===== src/rtl/click_pkg.sv =====
// Shared types and defaults for the click-hit detector.
// FSM state encoding and the default coordinate width.
package click_pkg;

    localparam int COORD_W_DEF = 11;

    typedef enum logic [1:0] {
        IDLE   = 2'd0,
        EVAL   = 2'd1,
        REPORT = 2'd2
    } state_t;

endpackage


===== src/rtl/target_hit_compare.sv =====
// Purpose: combinational inclusive bounds test of one square target against the mouse position.
// Latency: zero cycles, purely combinational.
// Backpressure: none; the parent holds the snapshot stable while the result is used.
module target_hit_compare
    import click_pkg::*;
#(
    parameter int COORD_W = COORD_W_DEF,
    parameter int SIZE    = 10
) (
    input  logic [COORD_W-1:0] i_x0,
    input  logic [COORD_W-1:0] i_y0,
    input  logic [COORD_W-1:0] i_mx,
    input  logic [COORD_W-1:0] i_my,
    input  logic               i_en,
    output logic               o_hit
);

    logic [COORD_W:0] w_x_max;
    logic [COORD_W:0] w_y_max;
    logic             w_in_x;
    logic             w_in_y;

    // One extra bit keeps the far edge from wrapping for targets near the max coordinate.
    assign w_x_max = {1'b0, i_x0} + (COORD_W+1)'(SIZE);
    assign w_y_max = {1'b0, i_y0} + (COORD_W+1)'(SIZE);

    assign w_in_x = (i_mx >= i_x0) && ({1'b0, i_mx} <= w_x_max);
    assign w_in_y = (i_my >= i_y0) && ({1'b0, i_my} <= w_y_max);

    assign o_hit = w_in_x && w_in_y && i_en;

endmodule


===== src/rtl/multi_target_click.sv =====
// Purpose: snapshot a click, test it against NUM_TARGETS squares, report hit/miss and keep tallies.
// Latency: click edge on edge N -> result and counters registered on edge N+1, seen by the consumer at N+2.
// Backpressure: result held in REPORT until hit_ready; clicks arriving while busy are dropped and flagged.
module multi_target_click
    import click_pkg::*;
#(
    parameter  int NUM_TARGETS = 4,
    parameter  int SIZE        = 10,
    parameter  int COORD_W     = COORD_W_DEF,
    parameter  int CNT_W       = 16,
    localparam int IDX_W       = (NUM_TARGETS > 1) ? $clog2(NUM_TARGETS) : 1
) (
    input  logic                           clk,
    input  logic                           reset,
    input  logic                           mouse_click,
    input  logic [COORD_W-1:0]             mouse_x,
    input  logic [COORD_W-1:0]             mouse_y,
    input  logic [NUM_TARGETS*COORD_W-1:0] target_x0,
    input  logic [NUM_TARGETS*COORD_W-1:0] target_y0,
    input  logic [NUM_TARGETS-1:0]         target_en,
    output logic                           hit_valid,
    input  logic                           hit_ready,
    output logic                           hit,
    output logic [IDX_W-1:0]               hit_idx,
    output logic [NUM_TARGETS-1:0]         hit_vec,
    output logic [CNT_W-1:0]               hit_count,
    output logic [CNT_W-1:0]               miss_count,
    input  logic                           clear_counts,
    output logic                           click_dropped
);

    state_t                         r_state;
    state_t                         w_state_nxt;
    logic                           r_click_q;
    logic                           w_click_evt;
    logic                           w_snap;
    logic                           w_eval;

    logic [COORD_W-1:0]             r_mx;
    logic [COORD_W-1:0]             r_my;
    logic [NUM_TARGETS*COORD_W-1:0] r_tx;
    logic [NUM_TARGETS*COORD_W-1:0] r_ty;
    logic [NUM_TARGETS-1:0]         r_en;

    logic [NUM_TARGETS-1:0]         w_hit_vec;
    logic [IDX_W-1:0]               w_hit_idx;
    logic                           w_hit_any;

    logic [NUM_TARGETS-1:0]         r_hit_vec;
    logic                           r_hit;
    logic [IDX_W-1:0]               r_hit_idx;
    logic [CNT_W-1:0]               r_hit_cnt;
    logic [CNT_W-1:0]               r_miss_cnt;
    logic                           r_dropped;

    assign w_click_evt = mouse_click && !r_click_q;

    always_ff @(posedge clk or negedge reset) begin
        if (!reset) begin
            r_state   <= IDLE;
            r_click_q <= 1'b1;
        end else begin
            r_state   <= w_state_nxt;
            r_click_q <= mouse_click;
        end
    end

    always_comb begin
        w_state_nxt = r_state;
        w_snap      = 1'b0;
        w_eval      = 1'b0;
        case (r_state)
            IDLE: begin
                if (w_click_evt) begin
                    w_snap      = 1'b1;
                    w_state_nxt = EVAL;
                end
            end
            EVAL: begin
                w_eval      = 1'b1;
                w_state_nxt = REPORT;
            end
            REPORT: begin
                if (hit_ready) begin
                    w_state_nxt = IDLE;
                end
            end
            default: w_state_nxt = IDLE;
        endcase
    end

    always_ff @(posedge clk or negedge reset) begin
        if (!reset) begin
            r_mx <= '0;
            r_my <= '0;
            r_tx <= '0;
            r_ty <= '0;
            r_en <= '0;
        end else if (w_snap) begin
            r_mx <= mouse_x;
            r_my <= mouse_y;
            r_tx <= target_x0;
            r_ty <= target_y0;
            r_en <= target_en;
        end
    end

    for (genvar g = 0; g < NUM_TARGETS; g++) begin : g_tgt
        target_hit_compare #(
            .COORD_W (COORD_W),
            .SIZE    (SIZE)
        ) u_cmp (
            .i_x0  (r_tx[g*COORD_W +: COORD_W]),
            .i_y0  (r_ty[g*COORD_W +: COORD_W]),
            .i_mx  (r_mx),
            .i_my  (r_my),
            .i_en  (r_en[g]),
            .o_hit (w_hit_vec[g])
        );
    end

    // Scan high to low so the lowest set index wins.
    always_comb begin
        w_hit_idx = '0;
        for (int i = NUM_TARGETS - 1; i >= 0; i--) begin
            if (w_hit_vec[i]) begin
                w_hit_idx = IDX_W'(i);
            end
        end
    end

    assign w_hit_any = |w_hit_vec;

    always_ff @(posedge clk or negedge reset) begin
        if (!reset) begin
            r_hit_vec <= '0;
            r_hit     <= 1'b0;
            r_hit_idx <= '0;
        end else if (w_eval) begin
            r_hit_vec <= w_hit_vec;
            r_hit     <= w_hit_any;
            r_hit_idx <= w_hit_idx;
        end
    end

    always_ff @(posedge clk or negedge reset) begin
        if (!reset) begin
            r_hit_cnt  <= '0;
            r_miss_cnt <= '0;
        end else if (clear_counts) begin
            r_hit_cnt  <= '0;
            r_miss_cnt <= '0;
        end else if (w_eval) begin
            if (w_hit_any) begin
                if (r_hit_cnt != {CNT_W{1'b1}}) r_hit_cnt <= r_hit_cnt + CNT_W'(1);
            end else begin
                if (r_miss_cnt != {CNT_W{1'b1}}) r_miss_cnt <= r_miss_cnt + CNT_W'(1);
            end
        end
    end

    always_ff @(posedge clk or negedge reset) begin
        if (!reset) begin
            r_dropped <= 1'b0;
        end else begin
            r_dropped <= w_click_evt && (r_state != IDLE);
        end
    end

    assign hit_valid     = (r_state == REPORT);
    assign hit           = r_hit;
    assign hit_idx       = r_hit_idx;
    assign hit_vec       = r_hit_vec;
    assign hit_count     = r_hit_cnt;
    assign miss_count    = r_miss_cnt;
    assign click_dropped = r_dropped;

endmodule


===== config.mk =====
export PLATFORM = sky130hd
export DESIGN_NAME = multi_target_click
export DESIGN_NICKNAME = d
export VERILOG_FILES = /design/src/rtl/click_pkg.sv /design/src/rtl/target_hit_compare.sv /design/src/rtl/multi_target_click.sv
export SDC_FILE = /design/constraint.sdc
export NUM_CORES = 1
export LEC_CHECK = 0
export CORE_MARGIN = 2
export CORE_UTILIZATION = 44
export DETAILED_ROUTE_END_ITERATION = 8
export GPL_ROUTABILITY_DRIVEN = 0
export PLACE_DENSITY_LB_ADDON = 0.05
export SETUP_SLACK_MARGIN = 0.15
export SLEW_MARGIN = 20
export SYNTH_ARGS = -nofsm -noshare
export SYNTH_HDL_FRONTEND = slang
export SYNTH_SLANG_ARGS = --single-unit

===== constraint.sdc =====
create_clock -name clk -period 5.85 [get_ports clk]
set_input_delay 1.17 -clock clk [delete_from_list [all_inputs] [get_ports clk]]
set_output_delay 1.17 -clock clk [all_outputs]
set_load 0.01 [all_outputs]

# After elaboration in Yosys (flattened, before gate mapping)
# Index checks and enable logic that the tools add are counted.
classes:
  eq_ne: 7
  add_sub_neg: 10
  div: 0
  order_cmp: 16
  n_mux: 18
  multipliers: 0
  shifts: 0
  reduce_logical: 29
  n_bitwise: 0
ops:
  columns: ["operator", "count"]
  rows:
  - ["16-bit two-way mux", 8]
  - ["11-bit by 4-bit adder with 12-bit output (second input constant)", 8]
  - ["11-bit by 12-bit <= comparator with 1-bit output", 8]
  - ["11-bit greater-or-equal comparator", 8]
  - ["16-bit by 1-bit adder with 16-bit output (second input constant)", 2]
  - ["16-bit != test (second input constant)", 2]
  - ["1-bit logical AND", 18]
  - ["2-bit two-way mux", 6]
  - ["2-bit nonzero test", 5]
  - ["2-bit one-hot mux with 3 select lines", 1]
  - ["3-bit AND reduction", 2]
  - ["2-bit != test (second input constant)", 2]
  - ["4-bit OR reduction", 1]
  - ["1-bit two-way mux", 3]
  - ["2-bit by 1-bit equality test with 1-bit output (second input constant)", 1]
  - ["2-bit equality test (second input constant)", 1]
  - ["2-bit zero test", 1]
  - ["2-bit by 1-bit != test with 1-bit output (second input constant)", 1]
  - ["2-bit AND reduction", 1]
  - ["1-bit zero test", 1]
word_totals:
  register_bits: 157
  rom_bits: 0
  out_inout_bits: 41
  in_bits: 119
  mem_count: 0
  elab_cells: 93
  latch_bits: 0
  ramBits: 0

# Depth between registers and ports, before layout
# Gate-level depths: netlist (run 1).
depth:
  word_depth: 9
  depth_mapped: 15
  mapped_depth_nobuf: 13

# Cells and area by module
# Synthesis (run 1) repeated with hierarchy kept, for this count alone.
unflattened:
  cells_unflattened: 1128
  area_unflattened_um2: 11609.9
modules_own_cells:
  columns: ["module", "n_inst", "cells_each", "seq_area_each_um2", "area_per_inst_um2"]
  rows:
  - ["multi_target_click", 1, 481, 3930.0, 6478.7]
  - ["target_hit_compare (g_tgt[0].u_cmp ...)", 2, 157, 0.0, 1275.0]
  - ["target_hit_compare (g_tgt[3].u_cmp)", 1, 168, 0.0, 1305.0]
  - ["target_hit_compare (g_tgt[1].u_cmp)", 1, 165, 0.0, 1276.2]

# Worst setup path after synthesis (run 1)
# No wires, ideal clock.
synth_timing:
  kind: "flip-flop to flip-flop"
  start: "reg r_tx[23]"
  end: "reg r_hit_cnt[3] (netlist: hit_count[3])"
  stages_incl_launch_ff: 14
  setup_slack_ps: 2492
  setup_time_ps: 125
  required_time_ps: 5725
  arrival_time_ps: 3233
  n_path_buf: 0
  period_less_slack_ps: 3358
  cell_sequence: "dfrtp_1 -> ha_1 -> o2111ai_1 -> nor3_1 -> xnor2_1 -> ha_1 -> and3_1 -> a221oi_1 -> o221a_2 -> o21ai_0 -> nor4_1 -> nor4_4 -> or3_1 -> mux2_2"
synth_between:
  elab_chain_cells: 8
  word_cells_on_any_way: 9
  classes_between: "add/sub: 1; order compare: 2; reduce/logical: 6"
synth_lines:
  columns: ["item", "line", "text"]
  rows:
  - ["start: declaration", "multi_target_click.sv:41", "logic [NUM_TARGETS*COORD_W-1:0] r_tx;"]
  - ["start signal: assignment", "multi_target_click.sv:102", "r_tx <= target_x0;"]
  - ["11-bit by 4-bit adder with 12-bit output", "target_hit_compare.sv:24", "assign w_x_max = {1'b0, i_x0} + (COORD_W+1)'(SIZE);"]
  - ["11-bit by 12-bit <= comparator with 1-bit output", "target_hit_compare.sv:27", "assign w_in_x = (i_mx >= i_x0) && ({1'b0, i_mx} <= w_x_max);"]
  - ["1-bit logical AND *", "target_hit_compare.sv:27", null]
  - ["1-bit logical AND * (2 in a row)", "target_hit_compare.sv:30", "assign o_hit = w_in_x && w_in_y && i_en;"]
  - ["4-bit OR reduction *", "multi_target_click.sv:132", "assign w_hit_any = |w_hit_vec;"]
  - ["2-bit nonzero test (no line) *", null, null]
  - ["3-bit AND reduction (no line) *", null, null]
  - ["end signal: assignment", "multi_target_click.sv:155", "if (r_hit_cnt != {CNT_W{1'b1}}) r_hit_cnt <= r_hit_cnt + CNT_W'(1);"]
  - ["end: declaration", "multi_target_click.sv:52", "logic [CNT_W-1:0] r_hit_cnt;"]
# Every way passes the cells marked *; elsewhere a longest branch is shown, timed or not.
# A chain may end at the register's enable or synchronous reset.

# Worst setup path after layout (run 1)
layout_timing:
  start: "reg r_tx[12]"
  end: "reg r_miss_cnt[5] (netlist: miss_count[5])"
layout_between:
  elab_chain_cells: 8
  word_cells_on_any_way: 9
  classes_between: "add/sub: 1; order compare: 2; eq/ne: 1; reduce/logical: 5"
layout_lines:
  columns: ["item", "line", "text"]
  rows:
  - ["11-bit by 4-bit adder with 12-bit output", "target_hit_compare.sv:24", null]
  - ["11-bit by 12-bit <= comparator with 1-bit output", "target_hit_compare.sv:27", null]
  - ["1-bit logical AND *", "target_hit_compare.sv:27", null]
  - ["1-bit logical AND * (2 in a row)", "target_hit_compare.sv:30", null]
  - ["4-bit OR reduction *", "multi_target_click.sv:132", null]
  - ["2-bit != test (no line) *", null, null]
  - ["3-bit AND reduction (no line) *", null, null]
  - ["end signal: assignment", "multi_target_click.sv:157", "if (r_miss_cnt != {CNT_W{1'b1}}) r_miss_cnt <= r_miss_cnt + CNT_W'(1);"]
  - ["end: declaration", "multi_target_click.sv:53", "logic [CNT_W-1:0] r_miss_cnt;"]
# Marks and branches as above.

==> impl_metrics.ini, run 1 <==
[setup_path]
crit_required_ns = 6.16
critPathCaptureType = flop
reg2reg_to = miss_count[5]
startpoint_type = flop
r2r-start = r_tx[12]
r2r_cells = 12
path_class = reg2reg
cp.arrival_ns = 4.32
path_max_fanout = 37
r2r_slack_ns = 1.84

[die]
start_util_pct = 44.4
io_pins = 160
fp.dieW_um = 165
die_h_um = 165
core_area_um2 = 25800
dieArea_um2 = 27400
rows = 59

[drt]
detail-route-antenna-nets = 0
wl_per_cell_um = 17.0
via_per_inst = 5.48
drc = 0
dr_total_vias = 9525
drtPass1Iterations = 4
routed_wl_um = 29600
drt-initial-drc-count = 546

[min_path]
holdPathStages = 2
whs_endpoint = hit_vec[3]
min_path_type = reg2reg
min_from = hit_vec[3]

[power]
power_density_nw_per_um2 = 352
peakVddDrop_v = 0.000204
p_leak_nw = 6.10

[sta]
fin_hold_ws_ns = 0.482
max_clock_freq_mhz = 249
finalHoldViolations = 0
setup_viol = 0
period_share_pct = 68.5
max_slew_margin_pct = 45.7
fin_tns_setup_ns = 0
finClkSkew_ns = 0.0158
period_minus_slack_ns = 4.01
rsz0062_at_grt = no
finalMaxSlewViolations = 0
tightest_slew_ns = 0.805

[logic_synthesis]
synthFlopType = dfrtp_1
synthArstFlopShare_pct = 100
synth_edf_count = 0
ys_seq_area_share_pct = 34.3
syn_area_um2 = 11500
synthDistinctLibCells = 69
ys_ff_latch = 157
synthCells = 1242
ys_warn_count = 0
syn_avg_cell_area_um2 = 9.23
syn_nets = 1539

[clock_network]
path_clk_slew_ns = 0.07
ctsResizeCount = 0
tritoncts = done
clkLatencyLatePin_ns = 0.43
htree_levels = 4
cts_hold_buf = 0
post-cts-setup-buffer-count = 0
cts-root-buf = clkbuf_16
clock_sinks = 157
clk_path_buf_depth = 2
cts_made_buffers = 17

[placement]
hpwl_um = 21800
io_buffers = 159

[global_routing]
antenna_found_initial = 0
grt_pass1_vias = 9516
grt_overflow = 0
grt.total_usage_pct = 22.5
grt_max_degree = 198
grt_pass1_wl_um = 48500

[cells_and_area]
synthToLayoutAreaGrowth_pct = 21.6
regArea_um2 = 3930
multi_input_area_um2 = 7000
nNetsFinal = 1688
fillCellCount = 2457
antenna_cells = 0
drive_above_1_share_pct = 6.70

[outcome]
status = finished clean

[run]
maxCapViolCount = 0
cells by family after synthesis:
kind of cell / count (synthesis) / synth area share (%)
buffers and inverters: 141 / 4.77
DFF: 157 / 34.3
xor gates and xnor gates: 64 / 4.89
muxes: 44 / 4.34
adders and majority gates: 178 / 19.4
and+or+nand+nor: 366 / 16.3
AOI/OAI and AO/OA: 292 / 15.9
layer usage:
metal | wire (µm) | track usage, %
met5 | 0 | 0
met4 | 297 | 4.23
met3 | 953 | 3.12
met2 | 13800 | 37.9
met1 | 14600 | 31.2
registers in the layout, summed over array words and instances (netlist names):
signal / count
r_tx: 44
r_mx: 11
r_state: 2
r_click_q: 1
hit_count: 16
hit_vec: 4
miss_count: 16
hit: 1
r_my: 11
click_dropped: 1
r_ty: 44
r_en: 4
hit_idx: 2
where the power goes:
| part | internal, W | leakage, nW | switching, W |
|---|---|---|---|
| registers | 0.00130 | 1.98 | 0.000335 |
| logic | 0.00102 | 3.85 | 0.00118 |
| clock network | 0.000618 | 0.263 | 0.000454 |
per-stage QoR:
| step | utilization, % | worst slack, ns | cell area (µm²) | instances | power [W] |
|---|---|---|---|---|---|
| 2_1_floorplan | - | 2.49 | 11500 | 1242 | 0.00316 |
| 3_5_place_dp | 51.8 | 1.88 | 13400 | 1707 | 0.00385 |
| 5_1_grt | 54.0 | 1.47 | 13900 | 1739 | 0.00539 |
| 6_report | 54.0 | 1.84 | 13900 | 1739 | 0.00491 |
| 3_3_place_gp | 51.8 | 1.95 | 13400 | 1707 | 0.00380 |
| 4_1_cts | 54.0 | 1.87 | 13900 | 1739 | 0.00495 |
worst max path at each step:
stage	startpoint	slack, ns	endpoint	cells past startpoint
after floorplan	r_tx[23]	2.49	hit_count[3]	13
after detailed placement	r_tx[12]	1.88	miss_count[5]	12
after global routing	r_tx[34]	1.47	miss_count[5]	13
final	r_tx[12]	1.84	miss_count[5]	12
after global placement	r_tx[12]	1.95	miss_count[5]	12
after CTS	r_tx[12]	1.87	miss_count[5]	12
cell type report:
cell class,count,area share [%]
flip-flops and latches,157,28.2
well taps,335,3.01
multi-input cells,944,50.2
clock inverters,7,0.485
repair buffers,164,11.8
clock buffers,25,3.48
inverters,107,2.88
critical path, stage by stage, from the launching register on:
cell and delay [ns]:
dfrtp_1 0.40, ha_1 0.22, nor2_1 0.09, or4_1 0.42, xnor2_1 0.14, ha_1 0.29
nand2_1 0.09, a2111o_1 0.34, a211o_1 0.32, nand4_1 0.20, nand4_4 0.48, nor4b_1 0.50
mux2_2 0.37
cell usage in the layout, fill, tap and decap left out, drive strengths merged, types with 43 or more instances in the layout:
cell           Yosys  layout
a21oi             57      57
clkdlybuf4s50      0     158
dfrtp            156     156
ha               178     178
inv              107     107
mux2              43      43
nand2            122     122
nor2              54      54
o21ai            116     116
xnor2             56      56
cells in the mapped netlist, types with 11 or more instances:
| cell type | n | area (µm²) |
|---|---|---|
| ha_1 | 178 | 2230 |
| dfrtp_1 | 156 | 3900 |
| nand2_1 | 122 | 458 |
| o21ai_0 | 115 | 576 |
| inv_1 | 107 | 402 |
| a21oi_1 | 57 | 285 |
| xnor2_1 | 56 | 490 |
| nor2_1 | 53 | 199 |
| mux2_2 | 42 | 473 |
| nand3_1 | 40 | 200 |
| a21o_1 | 29 | 218 |
| clkbuf_1 | 28 | 105 |
| nor3_1 | 24 | 120 |
| nand4_1 | 21 | 131 |
| nor4_1 | 17 | 106 |
| nor2b_1 | 15 | 93.8 |
| nand2b_1 | 14 | 87.6 |
| o2111ai_1 | 13 | 114 |
| a211oi_1 | 12 | 90.1 |
| and3_1 | 12 | 75.1 |
| or3_1 | 11 | 68.8 |
Power figures use the tool's default switching activity.
==> run 2, diff against run 1 <==
- clock period: 5.85 -> 4.1 ns (I/O delays scaled with it)
==> impl_metrics.ini, run 2 (same netlist as run 1, synthesis figures left out) <==
[cells_and_area]
drive_above_1_share_pct = 9.17
layoutNonFillerInstCount = 1764
regArea_um2 = 3930
fillCellCount = 2368
antenna_cells = 0
final_cell_area_um2 = 14300
synthToLayoutAreaGrowth_pct = 24.6
nNetsFinal = 1713
final_cell_mix = 178 x ha_1, 157 x clkdlybuf4s50_1, 156 x dfrtp_1, 122 x nand2_1, 114 x o21ai_0
final_common_cell = ha_1
multi_input_area_um2 = 7060
reg.largest.list = r_tx x44, r_ty x44

[clock_network]
clk_path_buf_depth = 2
clock_sinks = 157
path_clk_slew_ns = 0.07
clkLatencyLatePin_ns = 0.43
cts_made_buffers = 17
cts_hold_buf = 0
cts-root-buf = clkbuf_16
tritoncts = done
htree_levels = 4

[drt]
dr_total_vias = 9646
wl_per_cell_um = 17.1
drtPass1Iterations = 5
drt-initial-drc-count = 568
detail-route-antenna-nets = 0
routed_wl_um = 30200
via_per_inst = 5.47
drc = 0

[placement]
dp_slack_ns = 0.203
place_area_um2 = 13500
hpwl_um = 22600
place_inst = 1725
io_buffers = 159

[die]
fp.dieW_um = 165
rows = 59
dieArea_um2 = 27400
start_util_pct = 44.4
core_area_um2 = 25800
io_pins = 160
die_h_um = 165

[sta]
period_minus_slack_ns = 3.72
finClkSkew_ns = 0.0165
period_share_pct = 90.8
setup_ws_ns = 0.376
rsz0062_at_grt = no
max_clock_freq_mhz = 269
max_slew_margin_pct = 41.9
finalMaxSlewViolations = 0
finalHoldViolations = 0
fin_tns_setup_ns = 0
setup_viol = 0
tightest_slew_ns = 0.871

[outcome]
status = finished clean

[global_routing]
grt_max_degree = 91
grt_pass1_wl_um = 48900
antenna_found_initial = 0
grt.total_usage_pct = 22.7
grt_pass1_vias = 9485
grt_overflow = 0

[min_path]
min_path_type = in2async

[power]
peakVddDrop_v = 0.000343
p_seq_share_pct = 30.8
internal_power_w = 0.00446
power_frac_clock_pct = 24.1
power.total_w = 0.00741
p_leak_nw = 6.29
power.switching_w = 0.00295
power_density_nw_per_um2 = 519
combPwrFrac_pct = 45.1
power.share.switching_pct = 39.8

[setup_path]
crit_required_ns = 4.41
path_class = reg2reg
crit_start = r_tx[12]
cp.arrival_ns = 4.04
path_max_fanout = 14
startpoint_type = flop
r2r-start = r_tx[12]
critPathCaptureType = flop

[run]
maxCapViolCount = 0
[run 2: cell count changes in the layout (fill, tap and decap cells not counted), sizes merged]
| cell | change |
|---|---|
| buf | +25 |
| bufinv | +3 |
| clkinv | -2 |
| nand4 | +1 |
| inv | +9 |
| clkbuf | -8 |
| clkdlybuf4s50 | -1 |
| clkinvlp | -2 |
[run 2: timing repair]
action                                  CTS  global route
buffers inserted                          0             6
hold endpoints to repair                  0             0
resized for setup                         0            10
endpoints found under the setup margin    0            29
[run 2: final cells by class]
| cell class | count | share of cell area, % |
|---|---|---|
| Sequential cell | 157 | 27.5 |
| Tap cell | 335 | 2.93 |
| Clock inverter | 15 | 1.56 |
| Inverter | 107 | 2.81 |
| Clock buffer | 17 | 2.98 |
| Multi-Input combinational cell | 945 | 49.4 |
| Timing Repair Buffer | 188 | 12.8 |
[run 2: worst paths after layout]
kind	end	slack [ns]	cells past startpoint
max	miss_count[6]	0.38	12
min	r_tx[18]	0.48	1
max reg2reg	miss_count[6]	0.38	12
min reg2reg	hit_idx[1]	0.49	2
max in group asynchronous	r_ty[30]	2.77	2
min in group clk	hit_idx[1]	0.49	2
[run 2: through the flow]
step                hold WS [ns]  util (%)
global route               0.520      55.3
global placement           0.486      52.3
CTS                        0.493      54.8
floorplan                  0.474         -
finish                     0.482      55.3
detailed placement         0.478      52.3
[run 2: metal layers]
metal / track usage (%) / part of all wire, % / wire [µm] / up-vias
met5: 0 / 0 / 0 / -
met4: 5.05 / 1.1 / 343 / 0
met3: 3.35 / 4.1 / 1250 / 18
met2: 37.0 / 45 / 13600 / 201
met1: 32.2 / 50 / 15000 / 4590
li1: - / - / - / 4837
[run 2: critical path: stages, from the launching register on]
cell,delay [ns]
dfrtp_1,0.41
ha_1,0.22
nor2_1,0.08
or4_1,0.42
xnor2_1,0.15
ha_1,0.29
nand2_1,0.09
a2111o_1,0.35
a211o_1,0.32
nand4_1,0.21
nand4_4,0.30
nor4_2,0.40
mux2_2,0.38
[run 2: power by group through the flow]
stage          combinational (W)  sequential (W)  clock [W]
6_report                 0.00334         0.00228    0.00179
5_1_grt                  0.00386         0.00233    0.00190
4_1_cts                  0.00327         0.00228    0.00183
3_5_place_dp             0.00324         0.00230          0
3_3_place_gp             0.00319         0.00230          0
2_1_floorplan            0.00234         0.00216          0
==> run 3, diff against run 2 <==
- CTS_CLUSTER_DIAMETER: not set -> 30
==> results of run 3 <==
The final DEF is identical to that of run 2; final timing and power are the same.
